### src/rtl/mips_fetch_pkg.sv
// Shared types and constants for the instruction fetch stage.
package mips_fetch_pkg;

  typedef enum logic [1:0] {
    FETCH = 2'd0,
    WAIT  = 2'd1,
    DROP  = 2'd2
  } fetch_state_t;

  localparam int unsigned PC_STEP   = 4;
  localparam logic [31:0] NOP_INSTR = 32'h0000_0000;

endpackage

### src/rtl/fetch_buffer.sv
// One-entry IF/ID register: load from fetch, consume by decode, flush on redirect.
module fetch_buffer #(
  parameter int unsigned ADDR_WIDTH = 32,
  parameter int unsigned DATA_WIDTH = 32
) (
  input  logic                  clk,
  input  logic                  reset,
  input  logic                  i_load,
  input  logic                  i_consume,
  input  logic                  i_flush,
  input  logic [DATA_WIDTH-1:0] i_instr,
  input  logic [ADDR_WIDTH-1:0] i_pc,
  input  logic [ADDR_WIDTH-1:0] i_pc_plus4,
  output logic                  o_valid,
  output logic [DATA_WIDTH-1:0] o_instr,
  output logic [ADDR_WIDTH-1:0] o_pc,
  output logic [ADDR_WIDTH-1:0] o_pc_plus4
);
  import mips_fetch_pkg::*;

  logic                  r_valid;
  logic [DATA_WIDTH-1:0] r_instr;
  logic [ADDR_WIDTH-1:0] r_pc;
  logic [ADDR_WIDTH-1:0] r_pc_plus4;

  // Flush wins over load; a reload on the consume edge keeps the entry valid.
  always_ff @(posedge clk or posedge reset) begin
    if (reset) begin
      r_valid    <= 1'b0;
      r_instr    <= DATA_WIDTH'(NOP_INSTR);
      r_pc       <= '0;
      r_pc_plus4 <= '0;
    end else if (i_flush) begin
      r_valid <= 1'b0;
    end else if (i_load) begin
      r_valid    <= 1'b1;
      r_instr    <= i_instr;
      r_pc       <= i_pc;
      r_pc_plus4 <= i_pc_plus4;
    end else if (i_consume) begin
      r_valid <= 1'b0;
    end
  end

  assign o_valid    = r_valid;
  assign o_instr    = r_instr;
  assign o_pc       = r_pc;
  assign o_pc_plus4 = r_pc_plus4;

endmodule

### src/rtl/instruction_fetch.sv
// Fetch stage: one outstanding imem request, drives the PC register, fills IF/ID.
// state | meaning
// FETCH | request pc_in when the IF/ID buffer is free
// WAIT  | request accepted, response will load the buffer
// DROP  | request squashed by redirect, response is discarded
module instruction_fetch #(
  parameter int unsigned ADDR_WIDTH = 32,
  parameter int unsigned DATA_WIDTH = 32,
  parameter int unsigned PC_STEP    = mips_fetch_pkg::PC_STEP
) (
  input  logic                  clk,
  input  logic                  reset,
  input  logic [ADDR_WIDTH-1:0] pc_in,
  output logic                  pc_enable,
  output logic [ADDR_WIDTH-1:0] next_pc,
  output logic                  imem_req_valid,
  input  logic                  imem_req_ready,
  output logic [ADDR_WIDTH-1:0] imem_addr,
  input  logic                  imem_resp_valid,
  input  logic [DATA_WIDTH-1:0] imem_resp_data,
  input  logic                  redirect_valid,
  input  logic [ADDR_WIDTH-1:0] redirect_pc,
  output logic                  id_valid,
  input  logic                  id_ready,
  output logic [DATA_WIDTH-1:0] id_instr,
  output logic [ADDR_WIDTH-1:0] id_pc,
  output logic [ADDR_WIDTH-1:0] id_pc_plus4,
  output logic                  fetch_misaligned
);
  import mips_fetch_pkg::*;

  localparam logic [ADDR_WIDTH-1:0] STEP = ADDR_WIDTH'(PC_STEP);

  fetch_state_t          r_state;
  fetch_state_t          w_state_next;
  logic [ADDR_WIDTH-1:0] r_req_pc;
  logic                  r_misaligned;
  logic                  w_buf_free;
  logic                  w_req_fire;
  logic                  w_load;

  assign w_buf_free = !id_valid || id_ready;
  assign w_req_fire = imem_req_valid && imem_req_ready;
  assign imem_addr  = {pc_in[ADDR_WIDTH-1:2], 2'b00};

  always_comb begin
    w_state_next   = r_state;
    imem_req_valid = 1'b0;
    pc_enable      = 1'b0;
    next_pc        = '0;
    w_load         = 1'b0;
    if (redirect_valid) begin
      pc_enable = 1'b1;
      next_pc   = redirect_pc;
      if (r_state == WAIT || r_state == DROP)
        w_state_next = imem_resp_valid ? FETCH : DROP;
      else
        w_state_next = FETCH;
    end else begin
      case (r_state)
        FETCH: begin
          imem_req_valid = w_buf_free;
          if (w_buf_free && imem_req_ready) begin
            pc_enable    = 1'b1;
            next_pc      = pc_in + STEP;
            w_state_next = WAIT;
          end
        end
        WAIT: begin
          if (imem_resp_valid) begin
            w_load       = 1'b1;
            w_state_next = FETCH;
          end
        end
        DROP: begin
          if (imem_resp_valid) w_state_next = FETCH;
        end
        default: w_state_next = FETCH;
      endcase
    end
    // Keep the PC and memory quiet while reset is held.
    if (reset) begin
      imem_req_valid = 1'b0;
      pc_enable      = 1'b0;
      next_pc        = '0;
      w_load         = 1'b0;
    end
  end

  always_ff @(posedge clk or posedge reset) begin
    if (reset) begin
      r_state      <= FETCH;
      r_req_pc     <= '0;
      r_misaligned <= 1'b0;
    end else begin
      r_state <= w_state_next;
      if (w_req_fire) begin
        r_req_pc     <= pc_in;
        r_misaligned <= |pc_in[1:0];
      end
    end
  end

  assign fetch_misaligned = r_misaligned;

  fetch_buffer #(
    .ADDR_WIDTH(ADDR_WIDTH),
    .DATA_WIDTH(DATA_WIDTH)
  ) u_fetch_buffer (
    .clk        (clk),
    .reset      (reset),
    .i_load     (w_load),
    .i_consume  (id_valid && id_ready),
    .i_flush    (redirect_valid),
    .i_instr    (imem_resp_data),
    .i_pc       (r_req_pc),
    .i_pc_plus4 (r_req_pc + STEP),
    .o_valid    (id_valid),
    .o_instr    (id_instr),
    .o_pc       (id_pc),
    .o_pc_plus4 (id_pc_plus4)
  );

endmodule

### config.mk
export PLATFORM = sky130hd
export DESIGN_NAME = instruction_fetch
export DESIGN_NICKNAME = d
export VERILOG_FILES = /design/src/rtl/mips_fetch_pkg.sv /design/src/rtl/fetch_buffer.sv /design/src/rtl/instruction_fetch.sv
export SDC_FILE = /design/constraint.sdc
export NUM_CORES = 1
export LEC_CHECK = 0
export BUFFER_PORTS_ARGS = -buffer_cell sky130_fd_sc_hd__buf_2
export CAP_MARGIN = 0
export CORE_ASPECT_RATIO = 0.9
export CORE_MARGIN = 4
export CORE_UTILIZATION = 44
export CTS_CLUSTER_SIZE = 16
export DETAILED_ROUTE_END_ITERATION = 10
export PLACE_DENSITY = 0.77
export SLEW_MARGIN = 0
export SYNTH_ARGS = -nofsm -noshare
export SYNTH_HDL_FRONTEND = slang
export SYNTH_SLANG_ARGS = --single-unit
### constraint.sdc
create_clock -name clk -period 4.3 [get_ports clk]
set_input_delay 0.645 -clock clk [delete_from_list [all_inputs] [get_ports clk]]
set_output_delay 0.645 -clock clk [all_outputs]
set_load 0.02 [all_outputs]
==> impl_metrics.json, run 1 <==
{
  "status": "complete, no violations",
  "grt_pass1_vias": 5731,
  "grt_pass1_wl_mm": 29.2,
  "worstHoldPathType": "input pin to register",
  "syn_area_per_cell_um2": 8.33,
  "fp.coreArea_um2": 14700,
  "place_ws_ps": 1260,
  "synthFlopType": "dfrtp_1",
  "numCtsBuffers": 17,
  "grt_overflow_total": 0,
  "layout_commonest_cell": "nand2_1",
  "vias": 5926,
  "startpoint_type": "input pin",
  "vias_per_cell": 4.84,
  "n_fill_cell": 1329,
  "final-hold-violation-count": 0,
  "cts.clk_slew.worst_paths_ps": 50,
  "path_max_fanout": 9,
  "holdPathStages": 3,
  "finalCritPeriodShare_pct": 70.5,
  "worst_slack_ps": 1270,
  "rsz0062_at_grt": "no",
  "p_per_area_nw_per_um2": 670,
  "reg2regPathDepth": 5,
  "finClkSkew_ps": 5.24,
  "drv_cap": 0,
  "synth_cell_types": 36,
  "initial_core_util_pct": 45.0,
  "grt_max_degree": 111,
  "io_buffers": 263,
  "dr.pass1.iters": 4,
  "cts_max_level": 4,
  "nets": 1120,
  "tightest_slew_ps": 956,
  "path_class": "input pin to output port",
  "r2r_slack_ps": 2120,
  "die-area_um2": 17100,
  "cp.arrival_ps": 2380,
  "max_freq_mhz": 330,
  "insertion_delay_ps": 410,
  "diodes": 0,
  "min_period_ps": 3030,
  "synth_edf_count": 0,
  "drive_gt1_share_pct": 31.4,
  "power.leakage_nw": 4.63,
  "routedWlPerCell_um": 15.1,
  "hold_start": "imem_resp_data[26]",
  "post_cts_resized": 0,
  "clock-sinks": 130,
  "seq_area_frac_synth_pct": 49.1,
  "post_cts_buffers": 0,
  "ant_nets": 0,
  "async_flop_share_pct": 100,
  "yosysWarningCount": 0,
  "cts_root_buf": "clkbuf_16",
  "die_h_um": 124,
  "tns_ps": 0,
  "drcViolationCount": 0,
  "vdd_drop_max_mv": 0.366,
  "synth_area_um2": 6630,
  "fp.dieW_um": 137,
  "syn2layout_area_growth_pct": 28.5,
  "maxSlewHeadroom_pct": 36.2,
  "r2r-end": "u_fetch_buffer.o_pc_plus4[25]",
  "min_to": "u_fetch_buffer.o_instr[26]",
  "setup_viol": 0,
  "globalplace.congestion": 0.812,
  "ys_ff_latch": 130,
  "drt_iter0_markers": 376,
  "post-dp-hpwl_mm": 13.6,
  "ios": 266,
  "antenna_found_initial": 0,
  "required_ps": 3650,
  "hold_buffers": 0,
  "finalMaxSlewViolations": 0,
  "cts_buffer_depth": 2,
  "cts_tree": "done",
  "num_rows": 42,
  "wl_mm": 18.4,
  "final_cell_mix": "356 x nand2_1, 263 x buf_2, 130 x dfrtp_1, 59 x o21ai_0, 35 x xor2_1",
  "syn_inst": 795,
  "power_mw": 5.70,
  "grt_use_total_pct": 21.6,
  "r2r_start": "r_state[1]",
  "end_kind": "output port"
}
==> cell families after synthesis <==
kind of cell,share of synthesized area (%)
AND/OR/NAND/NOR,30.5
flip-flops,49.1
buffers and inverters,6.69
AO/OA/AOI/OAI,5.51
XOR/XNOR,7.40
adder cells (fa/ha/maj),0.755
other,0.0566
==> report_power, final <==
group | switching (mW) | internal, mW | leakage (nW)
combinational | 1.26 | 0.649 | 2.64
clock | 0.506 | 1.06 | 0.310
sequential | 0.461 | 1.77 | 1.68
==> final cells by class <==
| class | count | area (um2) | share of cell area [%] |
|---|---|---|---|
| sequential | 130 | 3250 | 38.2 |
| multi-input combinational | 585 | 2950 | 34.7 |
| timing repair buffer | 271 | 1380 | 16.2 |
| clock buffer | 22 | 464 | 5.45 |
| tap | 198 | 248 | 2.91 |
| clock inverter | 10 | 180 | 2.12 |
| inverter | 9 | 38.8 | 0.456 |
==> sequential cells by signal, indices dropped and copies added (netlist names) <==
signal                     cells
fetch_misaligned               1
r_req_pc                      32
r_state                        2
u_fetch_buffer.o_instr        32
u_fetch_buffer.o_pc           30
u_fetch_buffer.o_pc_plus4     32
u_fetch_buffer.o_valid         1
==> routing by layer <==
metal	wire [um]	vias up	part of all wire (%)	track usage, %
met5	0	-	0	0
met4	351	0	1.9	6.81
met3	1310	25	7.1	4.77
met2	8360	226	45	32.7
met1	8420	2733	46	30.8
li1	-	2942	-	-
==> worst max-delay path: stages <==
cell and delay (ps):
buf_2 150, ha_1 260, nand2_1 120, nor4_4 510, nand4_1 180, xor2_1 160, o21ai_0 150, buf_2 200
==> cells in the mapped netlist (all sizes together) (2+ instances only) <==
| library cell | count | area, um2 |
|---|---|---|
| a21oi | 2 | 10.0 |
| and3 | 10 | 62.6 |
| and4 | 2 | 18.8 |
| buf | 42 | 295 |
| clkbuf | 30 | 114 |
| dfrtp | 130 | 3250 |
| ha | 4 | 50.1 |
| inv | 9 | 33.8 |
| nand2 | 356 | 1340 |
| nand3 | 23 | 133 |
| nand4 | 21 | 183 |
| nor2 | 21 | 78.8 |
| nor2b | 3 | 18.8 |
| nor3 | 7 | 45.0 |
| nor4 | 5 | 106 |
| o21ai | 66 | 338 |
| xnor2 | 21 | 184 |
| xor2 | 35 | 307 |
==> how the worst max path moves through the flow <==
stage | cells after the start | start | slack, ps | end
floorplan | 1 | reset | 190 | fetch_misaligned
global placement | 8 | pc_in[2] | 1320 | next_pc[18]
detailed placement | 8 | pc_in[2] | 1260 | next_pc[22]
CTS | 8 | pc_in[2] | 1250 | next_pc[22]
global route | 8 | pc_in[2] | 1000 | next_pc[24]
finish | 8 | pc_in[2] | 1270 | next_pc[22]
==> stage by stage <==
step	util, %	cell area, um2	instances	hold WS [ps]
after CTS	57.9	8510	1225	403
after detailed placement	53.5	7870	1193	457
final	57.9	8510	1225	420
after global placement	53.5	7870	1193	451
after global routing	57.9	8510	1225	399
after floorplan	-	6630	796	439
Note: power is estimated with default switching activity, not from simulation.
==> run 2, diff against run 1 <==
==> constraint.sdc (replaced) <==
create_clock -name clk -period 2.6 [get_ports clk]
set_input_delay 0.39 -clock clk [delete_from_list [all_inputs] [get_ports clk]]
set_output_delay 0.39 -clock clk [all_outputs]
set_load 0.02 [all_outputs]
==> run 2 against run 1 <==
  * Clock power rose by 31%
  * Design area fell by 0.51%
  * First-iteration DRC count fell by 12%
  * Sequential share of layout area rose by 0.20 points
  * Critical endpoint is now next_pc[3]
==> impl_metrics.json, run 2 (synthesized netlist as in run 1, its figures left out) <==
{
  "fp.coreArea_um2": 14700,
  "syn2layout_area_growth_pct": 27.9,
  "routedWlPerCell_um": 15.1,
  "r2r_slack_ps": 660,
  "globalplace.congestion": 0.847,
  "final_cell_mix": "356 x nand2_1, 263 x buf_2, 130 x dfrtp_1, 59 x o21ai_0, 35 x xor2_1",
  "fp.dieW_um": 137,
  "cp.buffers_inverters": 1,
  "io_buffers": 263,
  "reg2regPathDepth": 6,
  "status": "complete, no violations",
  "cts.clk_slew.worst_paths_ps": 50,
  "vdd_drop_max_mv": 0.551,
  "worstHoldPathType": "input pin to asynchronous set/reset pin",
  "diodes": 0,
  "drv_cap": 0,
  "post_cts_buffers": 0,
  "power.leakage_nw": 4.61,
  "crit_family": "simple AND/OR/NAND/NOR gates",
  "setup_viol": 0,
  "grt_pass1_wl_mm": 29.4,
  "slowest_stage": "and3_1",
  "grt_overflow_total": 0,
  "final-hold-violation-count": 0,
  "r2r_start": "r_req_pc[2]",
  "required_ps": 2210,
  "final_util_pct": 57.6,
  "drive_gt1_share_pct": 31.2,
  "wl_mm": 18.5,
  "finClkSkew_ps": 5.33,
  "critical_path.cell_chain": "nand2b_1 > and2_0 > and3_1 > a22o_1 > buf_2",
  "layout_commonest_cell": "nand2_1",
  "path_max_fanout": 5,
  "clock-sinks": 130,
  "hold_buffers": 0,
  "vias_per_cell": 4.88,
  "post-dp-hpwl_mm": 13.8,
  "maxSlewHeadroom_pct": 66.5,
  "drcViolationCount": 0,
  "post_cts_resized": 0,
  "min_period_ps": 2390,
  "p_per_area_nw_per_um2": 1050,
  "end_kind": "output port",
  "cts_buffer_depth": 2,
  "antenna_found_initial": 0,
  "ant_nets": 0,
  "num_rows": 42,
  "cpPeakStageDelay_ps": 430,
  "initial_core_util_pct": 45.0,
  "cts_max_level": 4,
  "finalCritPeriodShare_pct": 92.0,
  "dr.pass1.iters": 4,
  "tns_ps": 0,
  "n_fill_cell": 1367,
  "grt_max_degree": 74,
  "drt_iter0_markers": 332,
  "vias": 5963,
  "die-area_um2": 17100,
  "r2r-end": "u_fetch_buffer.o_pc_plus4[24]",
  "path_class": "register to output port",
  "die_h_um": 124,
  "nets": 1124,
  "cp.arrival_ps": 2000,
  "cts_root_buf": "clkbuf_16",
  "ios": 266,
  "finalMaxSlewViolations": 0,
  "rsz0062_at_grt": "no",
  "grt_pass1_vias": 5724,
  "cts_tree": "done",
  "tightest_slew_ps": 499,
  "startpoint_type": "register",
  "numCtsBuffers": 17,
  "max_freq_mhz": 418,
  "insertion_delay_ps": 410,
  "grt_use_total_pct": 21.8
}
==> run 2: worst max-delay path by stage <==
stage               slack, ps                    from  depth (start not counted)     endpoint
finish                    210  u_fetch_buffer.o_valid                          5   next_pc[3]
global route               40  u_fetch_buffer.o_valid                          6  next_pc[13]
CTS                       160  u_fetch_buffer.o_valid                          5   next_pc[3]
detailed placement        260                pc_in[2]                          9  next_pc[24]
global placement          340                pc_in[2]                          9  next_pc[22]
floorplan                 370                pc_in[2]                          6  next_pc[18]
==> run 2: cell type report <==
cell class	instances	area (um2)	area share, %
sequential	130	3250	38.4
inverter	9	37.5	0.443
timing repair buffer	275	1480	17.5
multi-input combinational	585	2950	34.9
clock buffer	24	492	5.81
tap	198	248	2.92
clock inverter	1	5.00	0.0591
==> run 2: metrics by stage <==
step                      instances  power (mW)  cell area (um2)  hold WS (ps)  setup slack, ps
final                          1222        8.91             8470           123              208
after global routing           1222        9.50             8470           147             41.5
after CTS                      1222        9.01             8470           137              164
after detailed placement       1197        6.93             7970           458              261
after global placement         1197        6.82             7970           451              336
after floorplan                 796        5.56             6630           439              365
==> run 2: where the power goes <==
group	switching, mW	internal, mW	total, mW	leakage (nW)
logic	2.10	1.10	3.20	2.68
clock network	0.767	1.28	2.04	0.246
registers	0.743	2.92	3.67	1.68
==> run 2: worst min-delay path, stage by stage <==
cell and delay, ps:
buf_2 140, clkinvlp_4 110, buf_12 290
==> run 2: routing by layer <==
layer / vias to the layer above / GRT usage (%) / wire length (um)
li1: 2965 / - / -
met3: 17 / 5.25 / 1200
met2: 196 / 34.1 / 8580
met1: 2785 / 30.2 / 8470
met5: - / 0 / 0
met4: 0 / 6.28 / 212
==> run 3, diff against run 2 <==
--- a/config.mk
+++ b/config.mk
@@ -10,6 +10,7 @@
 export CORE_ASPECT_RATIO = 0.9
 export CORE_MARGIN = 4
 export CORE_UTILIZATION = 44
+export CTS_BUF_LIST = sky130_fd_sc_hd__clkbuf_8 sky130_fd_sc_hd__clkbuf_16
 export CTS_CLUSTER_SIZE = 16
 export DETAILED_ROUTE_END_ITERATION = 10
 export PLACE_DENSITY = 0.77
==> run 3 against run 2 <==
  * Critical endpoint unchanged
  * Non-clock buffer count unchanged
  * Routed wire length increased by 0.13%
  * Highest routed layer unchanged
  * Setup slack improved by 0.57 ps
  * Sequential share of layout area unchanged
==> impl_metrics.json, run 3 (synthesized netlist as in run 1, its figures left out) <==
{
  "min_period_ps": 2390,
  "grt_overflow_total": 0,
  "reg2regPathDepth": 6,
  "grt_pass1_vias": 5724,
  "placed_area_um2": 7970,
  "p_per_area_nw_per_um2": 1050,
  "status": "complete, no violations",
  "stdcell_count": 1222,
  "required_ps": 2210,
  "fp.coreArea_um2": 14700,
  "cp.arrival_ps": 2000,
  "antenna_found_initial": 0,
  "r2r_slack_ps": 660,
  "drv_cap": 0,
  "startpoint": "u_fetch_buffer.o_valid",
  "cts.clk_slew.worst_paths_ps": 50,
  "drive_gt1_share_pct": 31.2,
  "insertion_delay_ps": 410,
  "grt_pass1_wl_mm": 29.4,
  "cts_buffer_depth": 2,
  "globalplace.congestion": 0.847,
  "nets": 1124,
  "drcViolationCount": 0,
  "grt_use_total_pct": 21.8,
  "wl_mm": 18.5,
  "diodes": 0,
  "n_fill_cell": 1367,
  "initial_core_util_pct": 45.0,
  "post_cts_resized": 0,
  "grt_max_degree": 74,
  "cts_root_buf": "clkbuf_16",
  "syn2layout_area_growth_pct": 27.9,
  "finClkSkew_ps": 6.27,
  "cts_tree": "done",
  "hold_buffers": 0,
  "worstHoldPathType": "input pin to asynchronous set/reset pin",
  "vdd_drop_max_mv": 0.551,
  "end_kind": "output port",
  "fp.dieW_um": 137,
  "finalCritPeriodShare_pct": 92.0,
  "cts_max_level": 4,
  "setup_viol": 0,
  "r2r_start": "r_req_pc[2]",
  "vias": 5985,
  "dp_cells": 1197,
  "routedWlPerCell_um": 15.1,
  "finalMaxSlewViolations": 0,
  "power_mw": 8.90,
  "vias_per_cell": 4.90,
  "rsz0062_at_grt": "no",
  "die-area_um2": 17100,
  "numCtsBuffers": 17,
  "clock-sinks": 130,
  "post-dp-hpwl_mm": 13.8,
  "final-hold-violation-count": 0,
  "power.leakage_nw": 4.62,
  "layout_commonest_cell": "nand2_1",
  "max_freq_mhz": 418,
  "dr.pass1.iters": 4,
  "num_rows": 42,
  "r2r-end": "u_fetch_buffer.o_pc_plus4[24]",
  "io_buffers": 263,
  "path_class": "register to output port",
  "post_cts_buffers": 0,
  "finalInstanceArea_um2": 8470,
  "place_ws_ps": 261,
  "final_cell_mix": "356 x nand2_1, 263 x buf_2, 130 x dfrtp_1, 59 x o21ai_0, 35 x xor2_1",
  "multi_input_area_um2": 2950,
  "ios": 266,
  "path_max_fanout": 5,
  "startpoint_type": "register",
  "worst_slack_ps": 208,
  "maxSlewHeadroom_pct": 66.7,
  "tns_ps": 0,
  "die_h_um": 124,
  "tightest_slew_ps": 495,
  "ant_nets": 0,
  "register_area_um2": 3250,
  "drt_iter0_markers": 334
}
run 3: changes by cell type in the layout (fill, tap and decap cells not counted), sizes merged:
cell | previous run | this run
clkbuf | 24 | 21
inv | 8 | 11
run 3: layer usage:
layer / track usage [%] / share of wire (%)
met5: 0 / 0
met4: 6.28 / 1.1
met3: 5.25 / 6.6
met2: 34.1 / 46
met1: 30.2 / 46
run 3: worst max-delay path, cell delays in order, from the launching register on:
cell	delay (ps)
dfrtp_1	370
nand2b_1	120
and2_0	300
and3_1	430
a22o_1	210
buf_2	160
run 3: cell type report:
class / instances / share of cell area [%]
sequential: 130 / 38.4
multi-input combinational: 585 / 34.9
timing repair buffer: 275 / 17.5
clock buffer: 21 / 5.67
tap: 198 / 2.92
inverter: 9 / 0.443
clock inverter: 4 / 0.192
run 3: power breakdown:
group	switching [mW]	internal [mW]	leakage (nW)
clock	0.769	1.26	0.258
combinational	2.10	1.10	2.68
sequential	0.745	2.92	1.68
run 3: worst max-delay path by stage:
stage	cells past startpoint	slack [ps]	end
floorplan	6	370	next_pc[18]
global placement	9	340	next_pc[22]
detailed placement	9	260	next_pc[24]
CTS	5	160	next_pc[3]
global route	6	40	next_pc[13]
finish	5	210	next_pc[3]
run 3: through the flow:
stage               utilization, %  hold slack (ps)
floorplan                        -              439
global placement              54.2              451
detailed placement            54.2              458
CTS                           57.6              137
global route                  57.6              147
finish                        57.6              123
